## src/rtl/mem_arb_pkg.sv

```systemverilog
// Shared types and defaults for the instruction/data memory arbiter.
// Holds the FSM state encoding and the tie-break rule used at grant time.
package mem_arb_pkg;

    localparam int unsigned ADDR_W_DEF  = 32;
    localparam int unsigned DATA_W_DEF  = 32;
    localparam int unsigned TIMEOUT_DEF = 255;
    localparam int unsigned WDOG_W      = 9;

    typedef enum logic [1:0] {
        IDLE  = 2'd0,
        GNT_I = 2'd1,
        GNT_D = 2'd2,
        RESP  = 2'd3
    } arb_state_e;

    // Data wins a tie unless data also won the previous grant, so fetch never starves.
    function automatic logic pick_data(input logic if_req, input logic dm_req,
                                       input logic last_data);
        return dm_req && (!if_req || !last_data);
    endfunction

endpackage

```

## src/rtl/mem_arbiter_if.sv

```systemverilog
// Bundle of the fetch port, data port, unified memory port and status lines.
// Requesters raise *_req with stable operands and hold it until the matching *_ready pulse.
interface mem_arbiter_if #(
    parameter int unsigned ADDR_W = mem_arb_pkg::ADDR_W_DEF,
    parameter int unsigned DATA_W = mem_arb_pkg::DATA_W_DEF
);
    logic              if_req;
    logic [ADDR_W-1:0] if_addr;
    logic              if_ready;
    logic [DATA_W-1:0] if_rdata;

    logic              dm_req;
    logic              dm_we;
    logic [ADDR_W-1:0] dm_addr;
    logic [DATA_W-1:0] dm_wdata;
    logic              dm_ready;
    logic [DATA_W-1:0] dm_rdata;

    logic              mem_req;
    logic              mem_we;
    logic [ADDR_W-1:0] mem_addr;
    logic [DATA_W-1:0] mem_wdata;
    logic [DATA_W-1:0] mem_rdata;
    logic              mem_ack;

    logic              stall;
    logic              err_timeout;

    modport slave (
        input  if_req, if_addr, dm_req, dm_we, dm_addr, dm_wdata, mem_rdata, mem_ack,
        output if_ready, if_rdata, dm_ready, dm_rdata,
        output mem_req, mem_we, mem_addr, mem_wdata, stall, err_timeout
    );

    modport master (
        output if_req, if_addr, dm_req, dm_we, dm_addr, dm_wdata, mem_rdata, mem_ack,
        input  if_ready, if_rdata, dm_ready, dm_rdata,
        input  mem_req, mem_we, mem_addr, mem_wdata, stall, err_timeout
    );

endinterface

```

## src/rtl/arb_wdog.sv

```systemverilog
// Wait counter for an outstanding memory grant; flags expiry on the LIMIT-th
// consecutive grant cycle without an acknowledge.
module arb_wdog
    import mem_arb_pkg::*;
#(
    parameter int unsigned LIMIT = TIMEOUT_DEF
) (
    input  logic clk,
    input  logic rst,
    input  logic clear_i,
    input  logic en_i,
    output logic expired_o
);

    localparam logic [WDOG_W-1:0] LAST = WDOG_W'(LIMIT - 1);

    logic [WDOG_W-1:0] cnt_q, cnt_d;

    always_comb begin
        cnt_d = cnt_q;
        if (clear_i) begin
            cnt_d = '0;
        end else if (en_i) begin
            cnt_d = cnt_q + 1'b1;
        end
    end

    always_ff @(posedge clk) begin
        if (rst) begin
            cnt_q <= '0;
        end else begin
            cnt_q <= cnt_d;
        end
    end

    assign expired_o = en_i && (cnt_q == LAST);

endmodule

```

## src/rtl/mem_arbiter.sv

```systemverilog
// Shares one single-port memory between the fetch and data ports of a pipeline.
// One transaction at a time: latch at grant, wait for ack or timeout, pulse ready.
module mem_arbiter
    import mem_arb_pkg::*;
#(
    parameter int unsigned ADDR_W  = ADDR_W_DEF,
    parameter int unsigned DATA_W  = DATA_W_DEF,
    parameter int unsigned TIMEOUT = TIMEOUT_DEF
) (
    input  logic         clk,
    input  logic         rst,
    mem_arbiter_if.slave bus,
    output arb_state_e   state_o
);

    localparam logic [ADDR_W-1:0] ALIGN_MASK = ~ADDR_W'(3);

    arb_state_e        state_q, state_d;
    logic [ADDR_W-1:0] addr_q, addr_d;
    logic              we_q, we_d;
    logic [DATA_W-1:0] wdata_q, wdata_d;
    logic              last_data_q, last_data_d;
    logic              err_q, err_d;
    logic [DATA_W-1:0] if_rdata_q, if_rdata_d;
    logic [DATA_W-1:0] dm_rdata_q, dm_rdata_d;

    logic              granted;
    logic              any_req;
    logic              wd_expired;
    logic              capture;
    logic [DATA_W-1:0] cap_data;

    assign granted = (state_q == GNT_I) || (state_q == GNT_D);
    assign any_req = bus.if_req || bus.dm_req;

    arb_wdog #(.LIMIT(TIMEOUT)) u_wdog (
        .clk      (clk),
        .rst      (rst),
        .clear_i  ((state_q == IDLE) && any_req),
        .en_i     (granted && !bus.mem_ack),
        .expired_o(wd_expired)
    );

    always_comb begin
        state_d     = state_q;
        addr_d      = addr_q;
        we_d        = we_q;
        wdata_d     = wdata_q;
        last_data_d = last_data_q;
        err_d       = err_q;
        if_rdata_d  = if_rdata_q;
        dm_rdata_d  = dm_rdata_q;
        capture     = 1'b0;
        cap_data    = bus.mem_rdata;

        case (state_q)
            IDLE: begin
                if (any_req) begin
                    if (pick_data(bus.if_req, bus.dm_req, last_data_q)) begin
                        state_d     = GNT_D;
                        addr_d      = bus.dm_addr & ALIGN_MASK;
                        we_d        = bus.dm_we;
                        wdata_d     = bus.dm_wdata;
                        last_data_d = 1'b1;
                    end else begin
                        state_d     = GNT_I;
                        addr_d      = bus.if_addr & ALIGN_MASK;
                        we_d        = 1'b0;
                        last_data_d = 1'b0;
                    end
                end
            end
            GNT_I, GNT_D: begin
                if (bus.mem_ack) begin
                    state_d = RESP;
                    capture = 1'b1;
                end else if (wd_expired) begin
                    state_d  = RESP;
                    capture  = 1'b1;
                    cap_data = '0;
                    err_d    = 1'b1;
                end
            end
            RESP:    state_d = IDLE;
            default: state_d = IDLE;
        endcase

        // Stores leave the load-data register untouched.
        if (capture) begin
            if (state_q == GNT_I) begin
                if_rdata_d = cap_data;
            end else if (!we_q) begin
                dm_rdata_d = cap_data;
            end
        end
    end

    always_ff @(posedge clk) begin
        if (rst) begin
            state_q     <= IDLE;
            addr_q      <= '0;
            we_q        <= 1'b0;
            wdata_q     <= '0;
            last_data_q <= 1'b0;
            err_q       <= 1'b0;
            if_rdata_q  <= '0;
            dm_rdata_q  <= '0;
        end else begin
            state_q     <= state_d;
            addr_q      <= addr_d;
            we_q        <= we_d;
            wdata_q     <= wdata_d;
            last_data_q <= last_data_d;
            err_q       <= err_d;
            if_rdata_q  <= if_rdata_d;
            dm_rdata_q  <= dm_rdata_d;
        end
    end

    // last_data_q names the owner of the transaction sitting in RESP.
    assign bus.if_ready    = (state_q == RESP) && !last_data_q && bus.if_req;
    assign bus.dm_ready    = (state_q == RESP) && last_data_q && bus.dm_req;
    assign bus.if_rdata    = if_rdata_q;
    assign bus.dm_rdata    = dm_rdata_q;
    assign bus.mem_req     = granted;
    assign bus.mem_we      = (state_q == GNT_D) && we_q;
    assign bus.mem_addr    = addr_q;
    assign bus.mem_wdata   = wdata_q;
    assign bus.err_timeout = err_q;
    assign bus.stall       = (bus.if_req & ~bus.if_ready) | (bus.dm_req & ~bus.dm_ready);
    assign state_o         = state_q;

endmodule

```

## src/flat_wrapper.sv

```systemverilog
// flat-port wrapper written by rule: the top's interface ports become plain ports
module mem_arbiter_flat import mem_arb_pkg::*;
#(
    parameter int unsigned ADDR_W  = ADDR_W_DEF,
    parameter int unsigned DATA_W  = DATA_W_DEF,
    parameter int unsigned TIMEOUT = TIMEOUT_DEF
)
  (clk, rst, state_o, bus_if_req, bus_if_addr, bus_dm_req, bus_dm_we, bus_dm_addr, bus_dm_wdata, bus_mem_rdata, bus_mem_ack, bus_if_ready, bus_if_rdata, bus_dm_ready, bus_dm_rdata, bus_mem_req, bus_mem_we, bus_mem_addr, bus_mem_wdata, bus_stall, bus_err_timeout);
  mem_arbiter_if #(.ADDR_W(ADDR_W), .DATA_W(DATA_W)) bus_i ();
  input  logic clk;
  input  logic rst;
  output arb_state_e state_o;
  input wire logic [$bits(bus_i.if_req)-1:0] bus_if_req;
  input wire logic [$bits(bus_i.if_addr)-1:0] bus_if_addr;
  input wire logic [$bits(bus_i.dm_req)-1:0] bus_dm_req;
  input wire logic [$bits(bus_i.dm_we)-1:0] bus_dm_we;
  input wire logic [$bits(bus_i.dm_addr)-1:0] bus_dm_addr;
  input wire logic [$bits(bus_i.dm_wdata)-1:0] bus_dm_wdata;
  input wire logic [$bits(bus_i.mem_rdata)-1:0] bus_mem_rdata;
  input wire logic [$bits(bus_i.mem_ack)-1:0] bus_mem_ack;
  output wire logic [$bits(bus_i.if_ready)-1:0] bus_if_ready;
  output wire logic [$bits(bus_i.if_rdata)-1:0] bus_if_rdata;
  output wire logic [$bits(bus_i.dm_ready)-1:0] bus_dm_ready;
  output wire logic [$bits(bus_i.dm_rdata)-1:0] bus_dm_rdata;
  output wire logic [$bits(bus_i.mem_req)-1:0] bus_mem_req;
  output wire logic [$bits(bus_i.mem_we)-1:0] bus_mem_we;
  output wire logic [$bits(bus_i.mem_addr)-1:0] bus_mem_addr;
  output wire logic [$bits(bus_i.mem_wdata)-1:0] bus_mem_wdata;
  output wire logic [$bits(bus_i.stall)-1:0] bus_stall;
  output wire logic [$bits(bus_i.err_timeout)-1:0] bus_err_timeout;
  assign bus_i.if_req = bus_if_req;
  assign bus_i.if_addr = bus_if_addr;
  assign bus_i.dm_req = bus_dm_req;
  assign bus_i.dm_we = bus_dm_we;
  assign bus_i.dm_addr = bus_dm_addr;
  assign bus_i.dm_wdata = bus_dm_wdata;
  assign bus_i.mem_rdata = bus_mem_rdata;
  assign bus_i.mem_ack = bus_mem_ack;
  assign bus_if_ready = bus_i.if_ready;
  assign bus_if_rdata = bus_i.if_rdata;
  assign bus_dm_ready = bus_i.dm_ready;
  assign bus_dm_rdata = bus_i.dm_rdata;
  assign bus_mem_req = bus_i.mem_req;
  assign bus_mem_we = bus_i.mem_we;
  assign bus_mem_addr = bus_i.mem_addr;
  assign bus_mem_wdata = bus_i.mem_wdata;
  assign bus_stall = bus_i.stall;
  assign bus_err_timeout = bus_i.err_timeout;
  mem_arbiter #(.ADDR_W(ADDR_W), .DATA_W(DATA_W), .TIMEOUT(TIMEOUT)) u_core (.clk(clk), .rst(rst), .bus(bus_i), .state_o(state_o));
endmodule
```

## config.mk

```make
export PLATFORM = sky130hd
export DESIGN_NAME = mem_arbiter_flat
export DESIGN_NICKNAME = d
export VERILOG_FILES = /design/src/rtl/mem_arb_pkg.sv /design/src/rtl/mem_arbiter_if.sv /design/src/rtl/arb_wdog.sv /design/src/rtl/mem_arbiter.sv /design/src/flat_wrapper.sv
export SDC_FILE = /design/constraint.sdc
export NUM_CORES = 1
export LEC_CHECK = 0
export BUFFER_PORTS_ARGS = -buffer_cell sky130_fd_sc_hd__buf_2
export CAP_MARGIN = 10
export CORE_ASPECT_RATIO = 1.25
export CORE_UTILIZATION = 24
export CTS_CLUSTER_DIAMETER = 80
export DETAILED_ROUTE_END_ITERATION = 8
export PLACE_DENSITY = 0.46
export SYNTH_ARGS = -nofsm -noshare
export SYNTH_HDL_FRONTEND = slang
export SYNTH_HIERARCHICAL = 1
export SYNTH_SLANG_ARGS = --single-unit
export TNS_END_PERCENT = 1
```

## constraint.sdc

```tcl
create_clock -name clk -period 5.95 [get_ports clk]
set_input_delay 0.2975 -clock clk [delete_from_list [all_inputs] [get_ports clk]]
set_output_delay 0.2975 -clock clk [all_outputs]
set_load 0.01 [all_outputs]
```

Yosys cells after proc, flatten, opt, wreduce, memory -nomap -nowiden
Index checks and enable logic that the tools add are counted.
{"block": "op_classes", "add_sub_neg": 1, "multipliers": 0, "div": 0, "magnitude_cmp": 0, "eq_ne": 6, "shift": 0, "muxes": 14, "n_bitwise": 8, "reduce_logical": 24}
{"cell": "$mux 32", "count": 4}
{"cell": "$add 9x1->9 const B", "count": 1}
{"cell": "$eq 9x8->1 const B", "count": 1}
{"cell": "$logic_and 1x1->1", "count": 9}
{"cell": "$reduce_and 3->1", "count": 3}
{"cell": "$mux 2", "count": 4}
{"cell": "$pmux 2 s3", "count": 1}
{"cell": "$reduce_and 2->1", "count": 3}
{"cell": "$mux 1", "count": 5}
{"cell": "$not 1->1", "count": 5}
{"cell": "$eq 2x2->1 const B", "count": 2}
{"cell": "$reduce_or 2->1", "count": 2}
{"cell": "$logic_not 1->1", "count": 3}
{"cell": "$logic_or 1x1->1", "count": 3}
{"cell": "$ne 3x3->1 const B", "count": 1}
{"cell": "$and 1x1->1", "count": 2}
{"cell": "$eq 2x1->1 const B", "count": 1}
{"cell": "$logic_not 2->1", "count": 1}
{"cell": "$ne 2x1->1 const B", "count": 1}
{"cell": "$or 1x1->1", "count": 1}
{"block": "totals", "reg_bits": 142, "latch_bits": 0, "ramBits": 0, "rom_bits": 0, "input_bits": 134, "out_inout_bits": 136, "wordCells": 62, "mem_count": 0}

Depth between registers and ports, before layout
Gate-level depths: netlist (run 1).
{"block": "depth", "ltp_word": 8, "ltp_mapped": 11, "ltp_nobuf": 8}

Hierarchy
The synthesis (run 1) kept the hierarchy.
{"mod": "mem_arbiter", "instances": 1, "cells_each": 576, "area_each_um2": 5537.8, "seq_area_each_um2": 2622.5}
{"mod": "arb_wdog", "instances": 1, "cells_each": 48, "area_each_um2": 430.4, "seq_area_each_um2": 180.2}

Worst setup path after synthesis (run 1)
OpenSTA, ideal clock, no wires.
{"block": "synth_path", "path_kind": "register to register", "from": "reg u_core.state_q[0] (netlist: u_core/state_o[0])", "to": "reg u_core.dm_rdata_q[10] (netlist: u_core/bus.dm_rdata[10])", "setup_time_ps": 121, "arrival_time_ps": 2595, "required_ps": 5829, "path_slack_ps": 3234, "path_stages_with_launch": 12, "n_path_buf": 3, "period_less_slack_ps": 2716, "path_cell_list": "dfxtp_1 inv_1 ha_1 buf_2 nor2b_1 buf_2 nand4_4 nor4_1 or2_1 nand3_1 buf_4 mux2i_1"}
{"block": "synth_between", "elab_chain_len": 8, "elab_cells_between_ends": 14, "classes_between": "eq/ne (2); mux (6); bitwise (1); reduce/logical (5)"}
{"element": "from (decl)", "line_no": "mem_arbiter.sv:18", "rtl": "arb_state_e state_q, state_d;"}
{"element": "from (signal assigned)", "line_no": "mem_arbiter.sv:109", "rtl": "state_q <= state_d;"}
{"element": "$eq 2x1->1 or $eq 2x2->1 (tied branches)", "line_no": "mem_arbiter.sv:33", "rtl": "assign granted = (state_q == GNT_I) || (state_q == GNT_D);"}
{"element": "$logic_or 1x1->1 *", "line_no": "mem_arbiter.sv:33"}
{"element": "net bus_mem_req", "line_no": "flat_wrapper.sv:25", "rtl": "output wire logic [$bits(bus_i.mem_req)-1:0] bus_mem_req;"}
{"element": "$logic_and 1x1->1 *", "line_no": "mem_arbiter.sv:40", "rtl": ".en_i (granted && !bus.mem_ack),"}
{"element": "$logic_and 1x1->1 *", "line_no": "arb_wdog.sv:36", "rtl": "assign expired_o = en_i && (cnt_q == LAST);"}
{"element": "net u_core.wd_expired", "line_no": "mem_arbiter.sv:29", "rtl": "logic wd_expired;"}
{"element": "$mux 1", "line_no": "mem_arbiter.sv:77", "rtl": "end else if (wd_expired) begin"}
{"element": "$mux 1", "line_no": "mem_arbiter.sv:74", "rtl": "if (bus.mem_ack) begin"}
{"element": "$mux 1", "line_no": "mem_arbiter.sv:56", "rtl": "case (state_q)"}
{"element": "$reduce_and 3->1 (no line)"}
{"element": "to (signal assigned)", "line_no": "mem_arbiter.sv:116", "rtl": "dm_rdata_q <= dm_rdata_d;"}
{"element": "to (decl)", "line_no": "mem_arbiter.sv:25", "rtl": "logic [DATA_W-1:0] dm_rdata_q, dm_rdata_d;"}
The timed path passes the listed nets; every way through them passes the cells marked *.
A chain may end at the register's enable or synchronous reset.

Worst setup path in the final report (run 1)
{"block": "layout_path", "from": "reg u_core.state_q[0] (netlist: u_core/state_o[0])", "to": "reg u_core.if_rdata_q[30] (netlist: u_core/bus.if_rdata[30])"}
{"block": "layout_between", "elab_chain_len": 8, "elab_cells_between_ends": 13, "classes_between": "eq/ne (2); mux (6); reduce/logical (5)"}
{"element": "$eq 2x1->1 or $eq 2x2->1 (tied branches)", "line_no": "mem_arbiter.sv:33"}
{"element": "$logic_or 1x1->1 *", "line_no": "mem_arbiter.sv:33"}
{"element": "$logic_and 1x1->1 *", "line_no": "mem_arbiter.sv:40"}
{"element": "$logic_and 1x1->1 *", "line_no": "arb_wdog.sv:36"}
{"element": "net u_core.wd_expired", "line_no": "mem_arbiter.sv:29"}
{"element": "$mux 1", "line_no": "mem_arbiter.sv:77"}
{"element": "$mux 1", "line_no": "mem_arbiter.sv:74"}
{"element": "$mux 1", "line_no": "mem_arbiter.sv:56"}
{"element": "$reduce_and 2->1 (no line)"}
{"element": "to (signal assigned)", "line_no": "mem_arbiter.sv:115", "rtl": "if_rdata_q <= if_rdata_d;"}
{"element": "to (decl)", "line_no": "mem_arbiter.sv:24", "rtl": "logic [DATA_W-1:0] if_rdata_q, if_rdata_d;"}
Marks and branches as above.

==> qor_table.md, run 1 <==
| Result | Value | Unit |
| --- | --- | --- |
| Endpoint of the most critical register-to-register path | u_core/bus.if_rdata[30] | - |
| Worst reg2reg setup slack | 2.44 | ns |
| Post-route standard cell area excluding fillers | 0.00806 | mm2 |
| Proportion of synthesized flip-flops having asynchronous set or reset | 0 | % |
| Overflow left after global routing | 0 | - |
| Leading post-synthesis cells by cell area | sky130_fd_sc_hd__dfxtp_1, sky130_fd_sc_hd__mux2i_1, sky130_fd_sc_hd__a22o_1 | - |
| Logic depth of the worst register-to-register path | 8 | - |
| Worst endpoint required time | 6.25 | ns |
| Synthesized area | 0.00597 | mm2 |
| Top cell family by delay on the critical path | simple AND/OR/NAND/NOR gates | - |
| Crit end category | flop | - |
| Fraction of final layout cells with drive strength greater than 1 | 40.7 | % |
| Startpoint type of the worst setup path | flop | - |
| Cell with the largest stage delay on the worst path | sky130_fd_sc_hd__nor2b_1 | - |
| Final #Nets | 995 | - |
| Clk Latency, worst-skew pair | 0.41 | ns |
| Cells resized by post-CTS repair | 0 | - |
| Global-route wire length before repair | 28000 | um |
| Clock tree buffer depth | 2 | - |
| Maximum clock skew at final layout | 0.00985 | ns |
| Post-route total power | 3.42 | mW |
| Worst slew margin relative to its limit | 24.2 | % |
| Area Overhead vs Synth | 35.0 | % |
| GRT Resource Usage Total | 14.3 | % |
| # fillers | 2570 | - |
| CTS buffer count | 17 | - |
| Largest net degree at the start of global routing | 73 | - |
| Final HPWL from detailed placement | 11900 | um |
| H-tree Lvls | 4 | - |
| Number of instances in the synthesized netlist | 624 | - |
| Delay of the slowest cell on the worst path | 0.61 | ns |
| Final number of setup-violating endpoints | 0 | - |
| Buffering stage count on the worst path with inverters included | 1 | - |
| Unrepaired setup endpoints after global routing | false | - |
| CTS sink count | 140 | - |
| Util after Layout | 33.0 | % |
| Routed wire length per instance | 15.3 | um |
| Worst hold path class | in -> reg | - |
| Number of warnings printed during yosys synthesis | 6 | - |
| Accumulated negative setup slack | 0 | ns |
| Site Rows | 64 | - |
| Starting DRT DRC Count | 223 | - |
| Number of hold-repair buffers added at the cts stage | 0 | - |
| Starting density of the core | 24.4 | % |
| Register cell area after layout | 0.00280 | mm2 |
| Proportion of synthesized chip area in sequential cells | 47.0 | % |
| Cell variety after synth | 49 | - |
| Most common cell after layout, fill and taps aside | sky130_fd_sc_hd__buf_2 | - |
| Clock tree from TritonCTS | yes | - |
| Clock Tree Root | sky130_fd_sc_hd__clkbuf_16 | - |
| Floorplan die width | 143 | um |
| Post-CTS Setup Bufs | 0 | - |
| Final hold violation count | 0 | - |
| Critical register-to-register path startpoint | u_core/state_o[0] | - |
| Hold path startpoint | bus_mem_rdata[7] | - |
| Area after detailed placement | 0.00745 | mm2 |
| Instance count along the most critical hold path | 2 | - |
| Max Freq | 285 | MHz |
| Worst supply voltage drop on vdd | 173 | uV |
| Via density | 4.51 | - |
| DRT Pass-1 Iters | 4 | - |
| Synthesized area per cell | 9.56 | um2 |
| CP Data Arrival Time | 3.81 | ns |
| Initial antenna violation count | 1 | - |
| Via count of the first global-routing pass | 5266 | - |
| Endpoint of the worst hold-timing path | u_core/bus.if_rdata[7] | - |
| Final number of max-transition violations | 0 | - |
| Post-synth top area share | 47.0 | % |
| Result of the run | complete, no violations | - |
| Power density over the cells | 424 | mW/mm2 |
| Y dimension of the die | 178 | um |
| Final WL | 18400 | um |
| Placer's final routability congestion estimate | 0.676 | - |
| Top-Level Pins | 270 | - |
| Final antenna-violating net count | 0 | - |
| Total die area | 0.0255 | mm2 |
| FF+latch count, synth | 140 | - |
| Cells traversed along the worst timing path | inv_1, ha_1, nor2b_1, nand4_4, nor4_1, or2_1, a31oi_4, a22o_1 | - |
| Core outline area | 0.0244 | mm2 |
| Minimum clock period | 3.51 | ns |
| Crit share post-route | 59.0 | % |
| Area taken by multi-input logic gates | 0.00283 | mm2 |
| Worst-margin pin slew | 1.13 | ns |
| Highest-count cells in the layout ignoring fill and taps | sky130_fd_sc_hd__buf_2, sky130_fd_sc_hd__dfxtp_1, sky130_fd_sc_hd__a21oi_1, sky130_fd_sc_hd__nor2_1, sky130_fd_sc_hd__nand2_1 | - |
| Total vias in the final route | 5413 | - |
| DRC violations left | 0 | - |
| Number of enable flip-flop cells after synthesis | 0 | - |
| Clock-pin slew of the registers on the worst-case setup and hold paths | 0.07 | ns |
| Max-cap check violation count | 0 | - |
| Maximum fanout encountered on the critical timing path | 32 | - |
| Post-synthesis cell type with the largest combined area | sky130_fd_sc_hd__dfxtp_1 | - |
| Type of the worst setup path | reg -> reg | - |
| Port-buffer cells | 263 | - |
| Main flop type after synthesis | sky130_fd_sc_hd__dfxtp_1 | - |
| Leak Pwr | 3.73 | nW |
| Launching instance or port of the critical path | u_core/state_o[0] | - |
-- logic make-up after synthesis --
group	synth area share, %
AOI/OAI and AO/OA	21.9
DFF	47.0
and+or+nand+nor	17.4
adders and majority gates	1.26
xor gates and xnor gates	0.587
other	0.0628
buffers and inverters	6.10
muxes	5.70
-- final cells by class --
type	count	share of cell area, %
Antenna cell	1	0.0311
Timing Repair Buffer	271	17.1
Multi-Input combinational cell	418	35.2
Sequential cell	140	34.8
Tap cell	330	5.13
Inverter	7	0.326
Clock inverter	13	1.93
Clock buffer	19	5.50
-- power by group --
| part | leakage [nW] | total, mW | internal [mW] | switching, mW |
|---|---|---|---|---|
| Combinational | 2.30 | 1.11 | 0.422 | 0.690 |
| Clock | 0.289 | 1.09 | 0.641 | 0.451 |
| Sequential | 1.14 | 1.21 | 1.12 | 0.0936 |
-- cell usage after synthesis, types with 20 or more instances --
cell / number
sky130_fd_sc_hd__dfxtp_1: 140
sky130_fd_sc_hd__a21oi_1: 49
sky130_fd_sc_hd__nor2_1: 41
sky130_fd_sc_hd__nand2_1: 39
sky130_fd_sc_hd__mux2i_1: 34
sky130_fd_sc_hd__nand2b_1: 33
sky130_fd_sc_hd__nand3_1: 33
sky130_fd_sc_hd__nand3b_1: 33
sky130_fd_sc_hd__a22o_1: 32
sky130_fd_sc_hd__o21ai_1: 30
sky130_fd_sc_hd__buf_2: 22
sky130_fd_sc_hd__clkbuf_1: 21
sky130_fd_sc_hd__a211oi_2: 20
sky130_fd_sc_hd__a21oi_2: 20
-- metal layers --
layer,global-route usage [%],part of all wire (%),vias to the layer above,wire length [um]
li1,-,-,2668,-
met1,15.6,42,2534,7770
met5,0,0,-,0
met2,26.0,49,200,8950
met4,4.17,0.86,0,159
met3,4.78,8.2,11,1510
-- sequential cells by signal, indices dropped and copies added (netlist names) --
| signal | flops |
|---|---|
| u_core/bus.err_timeout | 1 |
| u_core/bus.mem_wdata | 32 |
| u_core/u_wdog/cnt_q | 9 |
| u_core/state_o | 2 |
| u_core/bus.if_rdata | 32 |
| u_core/we_q | 1 |
| u_core/bus.mem_addr | 30 |
| u_core/last_data_q | 1 |
| u_core/bus.dm_rdata | 32 |
-- worst max path at each step --
stage / endpoint / slack, ns / cells after the start
global route: u_core/bus.if_rdata[30] / 2.11 / 8
CTS: u_core/bus.if_rdata[0] / 2.38 / 8
floorplan: u_core/bus.dm_rdata[10] / 3.23 / 11
global placement: u_core/bus.if_rdata[26] / 2.41 / 8
finish: u_core/bus.if_rdata[30] / 2.44 / 8
detailed placement: u_core/bus.if_rdata[0] / 2.40 / 8
-- stage by stage --
| stage | setup WS [ns] | instances | hold WS (ns) |
|---|---|---|---|
| finish | 2.44 | 1199 | 0.113 |
| global route | 2.11 | 1198 | 0.0971 |
| CTS | 2.38 | 1198 | 0.0903 |
| detailed placement | 2.40 | 1166 | 0.439 |
| global placement | 2.41 | 1166 | 0.431 |
| floorplan | 3.23 | 625 | 0.430 |
Note: power is estimated with default switching activity, not from simulation.
==> run 2: changes to the inputs <==
--- a/config.mk
+++ b/config.mk
@@ -5,6 +5,7 @@
 export SDC_FILE = /design/constraint.sdc
 export NUM_CORES = 1
 export LEC_CHECK = 0
+export ABC_AREA = 1
 export BUFFER_PORTS_ARGS = -buffer_cell sky130_fd_sc_hd__buf_2
 export CAP_MARGIN = 10
 export CORE_ASPECT_RATIO = 1.25
==> constraint.sdc (replaced) <==
create_clock -name clk -period 3.5 [get_ports clk]
set_input_delay 0.175 -clock clk [delete_from_list [all_inputs] [get_ports clk]]
set_output_delay 0.175 -clock clk [all_outputs]
set_load 0.01 [all_outputs]
==> run 2 against run 1 <==
  * Synthesized cell count up 48%
  * Sequential power up 84%
  * First-iteration DRC count shrank 14%
  * Critical path depth grew 4
  * Total power grew 83%
  * Clock power increased by 63%
  * Flip-flop and latch count is the same
  * Wire length up 1.3%
  * Count of clock-buffer cells in the layout unchanged
  * Area after synthesis up 2.0%
==> qor_table.md, run 2 <==
| Result | Value | Unit |
| --- | --- | --- |
| Clock Tree Root | sky130_fd_sc_hd__clkbuf_16 | - |
| Y dimension of the die | 180 | um |
| Placer's final routability congestion estimate | 0.734 | - |
| Floorplan die width | 144 | um |
| Accumulated negative setup slack | 0 | ns |
| # fillers | 2786 | - |
| Worst supply voltage drop on vdd | 305 | uV |
| Via count of the first global-routing pass | 5812 | - |
| Logic depth of the worst register-to-register path | 12 | - |
| Most instantiated library cell after synthesis | sky130_fd_sc_hd__nand2_1 | - |
| CP Data Arrival Time | 3.28 | ns |
| Maximum clock skew at final layout | 0.0154 | ns |
| Proportion of synthesized flip-flops having asynchronous set or reset | 0 | % |
| Final HPWL from detailed placement | 12700 | um |
| Overflow left after global routing | 0 | - |
| Number of warnings printed during yosys synthesis | 6 | - |
| Global-route met3 utilization | 4.20 | % |
| Maximum fanout encountered on the critical timing path | 32 | - |
| Unrepaired setup endpoints after global routing | false | - |
| Type of the worst setup path | reg -> reg | - |
| Worst endpoint required time | 3.80 | ns |
| Area Overhead vs Synth | 40.7 | % |
| DRT Pass-1 Iters | 4 | - |
| Site Rows | 64 | - |
| Total vias in the final route | 6196 | - |
| H-tree Lvls | 4 | - |
| Largest net degree at the start of global routing | 68 | - |
| Clock-pin slew of the registers on the worst-case setup and hold paths | 0.07 | ns |
| Number of instances in the synthesized netlist | 926 | - |
| Most common cell after layout, fill and taps aside | sky130_fd_sc_hd__buf_2 | - |
| Main flop type after synthesis | sky130_fd_sc_hd__dfxtp_1 | - |
| Highest-count cells in the layout ignoring fill and taps | sky130_fd_sc_hd__buf_2, sky130_fd_sc_hd__nand2_1, sky130_fd_sc_hd__nor2_1, sky130_fd_sc_hd__dfxtp_1, sky130_fd_sc_hd__inv_1 | - |
| CTS sink count | 140 | - |
| Initial antenna violation count | 1 | - |
| Met2 routing resource usage after global routing | 25.2 | % |
| Cells resized by post-CTS repair | 0 | - |
| Number of enable flip-flop cells after synthesis | 0 | - |
| Util after Layout | 34.7 | % |
| Result of the run | complete, no violations | - |
| FF+latch count, synth | 140 | - |
| Starting density of the core | 24.7 | % |
| Final number of setup-violating endpoints | 0 | - |
| Number of hold-repair buffers added at the cts stage | 35 | - |
| Clock tree buffer depth | 2 | - |
| Post-route total power | 6.26 | mW |
| Port-buffer cells | 263 | - |
| Core outline area | 0.0247 | mm2 |
| Hold path startpoint | bus_if_addr[12] | - |
| Endpoint of the worst hold-timing path | u_core/bus.mem_addr[12] | - |
| Synthesized area | 0.00609 | mm2 |
| Post-CTS Setup Bufs | 0 | - |
| Cell variety after synth | 26 | - |
| Worst-margin pin slew | 1.15 | ns |
| Max-cap check violation count | 0 | - |
| Post-synthesis cell type with the largest combined area | sky130_fd_sc_hd__dfxtp_1 | - |
| Final #Nets | 1343 | - |
| Met1 Use GR | 16.5 | % |
| Top-Level Pins | 270 | - |
| Clk Latency, worst-skew pair | 0.42 | ns |
| Worst slew margin relative to its limit | 23.1 | % |
| Leading post-synthesis cells by cell area | sky130_fd_sc_hd__dfxtp_1, sky130_fd_sc_hd__nand2_1, sky130_fd_sc_hd__nor2_1 | - |
| Gr busiest metal | met2 | - |
| Startpoint type of the worst setup path | flop | - |
| Critical register-to-register path startpoint | u_core/state_o[0] | - |
| Ranking of synthesized cells by instance count | sky130_fd_sc_hd__nand2_1, sky130_fd_sc_hd__nor2_1, sky130_fd_sc_hd__dfxtp_1 | - |
| CTS buffer count | 17 | - |
| GRT Resource Usage Total | 14.3 | % |
| Routed wire length per instance | 12.0 | um |
| Max Freq | 335 | MHz |
| Final WL | 18600 | um |
| Total die area | 0.0260 | mm2 |
| Post-synth top area share | 46.1 | % |
| Clock tree from TritonCTS | yes | - |
| Proportion of synthesized chip area in sequential cells | 46.1 | % |
| Minimum clock period | 2.98 | ns |
| Fraction of final layout cells with drive strength greater than 1 | 26.1 | % |
| Via density | 4.01 | - |
| Final number of max-transition violations | 0 | - |
| DRC violations left | 0 | - |
| Crit end category | flop | - |
| Worst reg2reg setup slack | 0.52 | ns |
| Final antenna-violating net count | 0 | - |
| Crit share post-route | 85.2 | % |
| Power density over the cells | 731 | mW/mm2 |
| Global-route wire length before repair | 29000 | um |
| Final hold violation count | 0 | - |
| Starting DRT DRC Count | 192 | - |
| Endpoint of the most critical register-to-register path | u_core/bus.if_rdata[30] | - |
| Synthesized area per cell | 6.57 | um2 |
| Instance count along the most critical hold path | 5 | - |
| Leak Pwr | 4.68 | nW |
| Worst hold path class | in -> reg | - |
## run 2: cell count changes in the layout (fill, tap and decap cells not counted), sizes merged, moves of 4 or more
cell         delta
a211oi         -31
nand2b         -33
a21oi          -22
dlygate4sd3    +35
nand3          -27
mux2i          -34
nand2         +219
a22o           -32
nor3            +4
inv           +113
o21ai          +29
nor2          +186
nand3b         -33
## run 2: cell families after synthesis
family	count (synthesis)	synth area share, %
and+or+nand+nor	498	31.8
buffers and inverters	169	11.6
DFF	140	46.1
AOI/OAI and AO/OA	112	9.21
adders and majority gates	6	1.23
other	1	0.0616
## run 2: area by class of cell
type	instances	area, um2	share of cell area [%]
inverter	120	450	5.26
antenna	1	2.50	0.0292
tap	330	413	4.82
multi-input combinational	618	2580	30.1
timing repair buffer	306	1740	20.3
sequential	140	2800	32.7
clock buffer	19	443	5.17
clock inverter	13	133	1.55
## run 2: per-stage QoR
stage | std cells | worst slack [ns] | hold slack (ns) | instance area (um2)
after floorplan | 927 | 0.779 | 0.318 | 6090
after global placement | 1479 | 0.507 | 0.425 | 7630
after detailed placement | 1479 | 0.449 | 0.431 | 7630
after CTS | 1546 | 0.433 | 0.0452 | 8560
after global routing | 1546 | 0.215 | 0.0662 | 8560
final | 1547 | 0.516 | 0.0718 | 8560
## run 2: critical path, stage by stage (launching register included)
cell and delay [ns]:
sky130_fd_sc_hd__dfxtp_1 0.41, sky130_fd_sc_hd__inv_1 0.09, sky130_fd_sc_hd__ha_1 0.33, sky130_fd_sc_hd__inv_2 0.07, sky130_fd_sc_hd__nor2_1 0.08, sky130_fd_sc_hd__buf_4 0.16, sky130_fd_sc_hd__nand2_2 0.09, sky130_fd_sc_hd__nor4b_1 0.52
sky130_fd_sc_hd__nor2_2 0.14, sky130_fd_sc_hd__nor3_4 0.14, sky130_fd_sc_hd__inv_1 0.49, sky130_fd_sc_hd__nor2_1 0.27, sky130_fd_sc_hd__nor2_1 0.07
## run 2: routing by layer
layer	part of all wire, %	routed length, um	vias to the layer above
met4	0.77	144	2
met5	0.091	17	-
met3	5.8	1080	10
met1	45	8370	2708
li1	-	-	3316
met2	48	9000	160
## run 2: power breakdown
| group | internal, mW | switching (mW) |
|---|---|---|
| clock | 1.02 | 0.768 |
| sequential | 2.03 | 0.205 |
| combinational | 0.827 | 1.42 |
## run 2: worst max path at each step
stage | start | endpoint | slack, ns | cells after the start
floorplan | u_core/state_o[0] | u_core/bus.if_rdata[0] | 0.78 | 12
global placement | u_core/state_o[0] | u_core/bus.if_rdata[8] | 0.51 | 12
detailed placement | u_core/state_o[0] | u_core/bus.if_rdata[30] | 0.45 | 12
CTS | u_core/state_o[0] | u_core/bus.if_rdata[30] | 0.43 | 12
global route | u_core/state_o[1] | u_core/bus.if_rdata[0] | 0.21 | 12
finish | u_core/state_o[0] | u_core/bus.if_rdata[30] | 0.52 | 12
==> run 3: changes to the inputs <==
--- a/config.mk
+++ b/config.mk
@@ -6,7 +6,7 @@
 export NUM_CORES = 1
 export LEC_CHECK = 0
 export ABC_AREA = 1
-export BUFFER_PORTS_ARGS = -buffer_cell sky130_fd_sc_hd__buf_2
+export BUFFER_PORTS_ARGS = -buffer_cell sky130_fd_sc_hd__clkbuf_2
 export CAP_MARGIN = 10
 export CORE_ASPECT_RATIO = 1.25
 export CORE_UTILIZATION = 24
==> run 3 against run 2 <==
  * Critical path type unchanged
  * Fmax is 0.24% higher
  * Combinational power hardly changed
  * Cell count is the same
  * Global-route usage shrank 0.28 points
  * Largest power group is now sequential cells
  * Critical endpoint is now u_core/bus.if_rdata[18]
  * Sequential power is essentially flat
==> qor_table.md, run 3 (synthesized netlist as in run 2, its figures left out) <==
| Result | Value | Unit |
| --- | --- | --- |
| Most common cell on crit path | sky130_fd_sc_hd__nor2_1 | - |
| Fraction of final layout cells with drive strength greater than 1 | 26.3 | % |
| Floorplan die width | 144 | um |
| DRT Pass-1 Iters | 4 | - |
| Starting density of the core | 24.7 | % |
| Global-route wire length before repair | 28600 | um |
| Critical register-to-register path startpoint | u_core/state_o[0] | - |
| Post-route total power | 6.21 | mW |
| Final number of max-transition violations | 0 | - |
| Port-buffer cells | 263 | - |
| Final number of setup-violating endpoints | 0 | - |
| Clock-pin slew of the registers on the worst-case setup and hold paths | 0.06 | ns |
| Clock Tree Root | sky130_fd_sc_hd__clkbuf_16 | - |
| Worst-margin pin slew | 1.15 | ns |
| Clock tree buffer depth | 2 | - |
| Placer's final routability congestion estimate | 0.763 | - |
| Max Freq | 336 | MHz |
| Power density over the cells | 728 | mW/mm2 |
| ANT cells | 0 | - |
| Minimum clock period | 2.98 | ns |
| Max-cap check violation count | 0 | - |
| CP Data Arrival Time | 3.27 | ns |
| Worst hold path class | in -> reg | - |
| Highest-count cells in the layout ignoring fill and taps | sky130_fd_sc_hd__clkbuf_2, sky130_fd_sc_hd__nand2_1, sky130_fd_sc_hd__nor2_1, sky130_fd_sc_hd__dfxtp_1, sky130_fd_sc_hd__inv_1 | - |
| CTS buffer count | 17 | - |
| Final antenna-violating net count | 0 | - |
| Cell with the largest stage delay on the worst path | sky130_fd_sc_hd__nor4b_1 | - |
| Clock tree from TritonCTS | yes | - |
| # fillers | 2814 | - |
| Maximum fanout encountered on the critical timing path | 32 | - |
| Initial antenna violation count | 1 | - |
| Buffering stage count on the worst path with inverters included | 4 | - |
| Final HPWL from detailed placement | 12700 | um |
| DRC violations left | 0 | - |
| Starting DRT DRC Count | 255 | - |
| Y dimension of the die | 180 | um |
| Routed wire length per instance | 11.8 | um |
| Accumulated negative setup slack | 0 | ns |
| Worst supply voltage drop on vdd | 301 | uV |
| Worst slew margin relative to its limit | 23.1 | % |
| Crit end category | flop | - |
| Final hold violation count | 0 | - |
| Result of the run | complete, no violations | - |
| Cells resized by post-CTS repair | 0 | - |
| Type of the worst setup path | reg -> reg | - |
| Most common cell after layout, fill and taps aside | sky130_fd_sc_hd__clkbuf_2 | - |
| Unrepaired setup endpoints after global routing | false | - |
| Overflow left after global routing | 0 | - |
| Cells traversed along the worst timing path | inv_1, ha_1, inv_2, nor2_1, buf_4, nand2_2, nor4b_1, nor2_2, nor3_4, inv_1, nor2_1, nor2_1 | - |
| Delay of the slowest cell on the worst path | 0.51 | ns |
| Total vias in the final route | 6115 | - |
| Endpoint of the worst setup timing path | u_core/bus.if_rdata[18] | - |
| Total die area | 0.0260 | mm2 |
| Area Overhead vs Synth | 40.3 | % |
| Maximum clock skew at final layout | 0.0143 | ns |
| H-tree Lvls | 4 | - |
| Leak Pwr | 4.62 | nW |
| Via density | 3.95 | - |
| Launching instance or port of the critical path | u_core/state_o[0] | - |
| Largest net degree at the start of global routing | 65 | - |
| Top-Level Pins | 270 | - |
| Crit share post-route | 85.0 | % |
| Startpoint type of the worst setup path | flop | - |
| Final WL | 18300 | um |
| GRT Resource Usage Total | 14.0 | % |
| CTS sink count | 140 | - |
| Logic depth of the worst register-to-register path | 12 | - |
| Worst reg2reg setup slack | 0.52 | ns |
| Clk Latency, worst-skew pair | 0.42 | ns |
| Final #Nets | 1344 | - |
| Via count of the first global-routing pass | 5678 | - |
| Site Rows | 64 | - |
| Logic depth of the worst setup path including buffers | 12 | - |
| Endpoint of the most critical register-to-register path | u_core/bus.if_rdata[18] | - |
| Core outline area | 0.0247 | mm2 |
| Worst endpoint required time | 3.79 | ns |
| Top cell family by delay on the critical path | simple AND/OR/NAND/NOR gates | - |
run 3: area by class of cell:
class                           instances  area (um2)  area share [%]
Clock buffer                           18         439            5.14
Clock inverter                         14         123            1.44
Inverter                              120         450            5.28
Multi-Input combinational cell        618        2580            30.2
Sequential cell                       140        2800            32.8
Tap cell                              330         413            4.84
Timing Repair Buffer                  307        1730            20.3
run 3: how the worst min path moves through the flow:
stage / start / to / slack (ns) / cells after the start
5_1_grt: bus_mem_rdata[27] / u_core/bus.dm_rdata[27] / 0.05 / 3
4_1_cts: bus_mem_rdata[27] / u_core/bus.dm_rdata[27] / 0.008 / 3
6_report: bus_mem_rdata[27] / u_core/bus.dm_rdata[27] / 0.03 / 3
3_3_place_gp: bus_dm_wdata[4] / u_core/bus.mem_wdata[4] / 0.41 / 3
3_5_place_dp: bus_dm_wdata[24] / u_core/bus.mem_wdata[24] / 0.41 / 3
2_1_floorplan: bus_dm_wdata[10] / u_core/bus.mem_wdata[10] / 0.32 / 2
run 3: worst min-delay path: stages:
cell and delay (ns):
sky130_fd_sc_hd__clkbuf_2 0.09, sky130_fd_sc_hd__a21oi_1 0.06, sky130_fd_sc_hd__nor2_1 0.07
run 3: report_power, final:
group	internal (mW)	switching (mW)	total, mW
clock	0.954	0.785	1.74
sequential	2.03	0.218	2.25
combinational	0.819	1.41	2.23
run 3: through the flow:
step / std cells / utilization (%) / cell area [um2] / hold slack (ns) / setup WS [ns]
after floorplan: 927 / - / 6090 / 0.318 / 0.779
after global placement: 1481 / 31.0 / 7640 / 0.409 / 0.471
after detailed placement: 1481 / 31.0 / 7640 / 0.414 / 0.415
after CTS: 1547 / 34.6 / 8540 / 0.00816 / 0.407
after global routing: 1547 / 34.6 / 8540 / 0.0451 / 0.172
final: 1547 / 34.6 / 8540 / 0.0299 / 0.523
run 3: layer usage:
layer	wire, um	track usage (%)	vias up
li1	-	-	3320
met2	8930	25.1	166
met4	158	3.54	2
met1	7930	15.6	2618
met5	9	0	-
met3	1290	4.76	9
run 3: timing repair:
item	in CTS	in global routing
endpoints found under the hold margin	34	0
buffers inserted	0	0
hold buffers	34	0
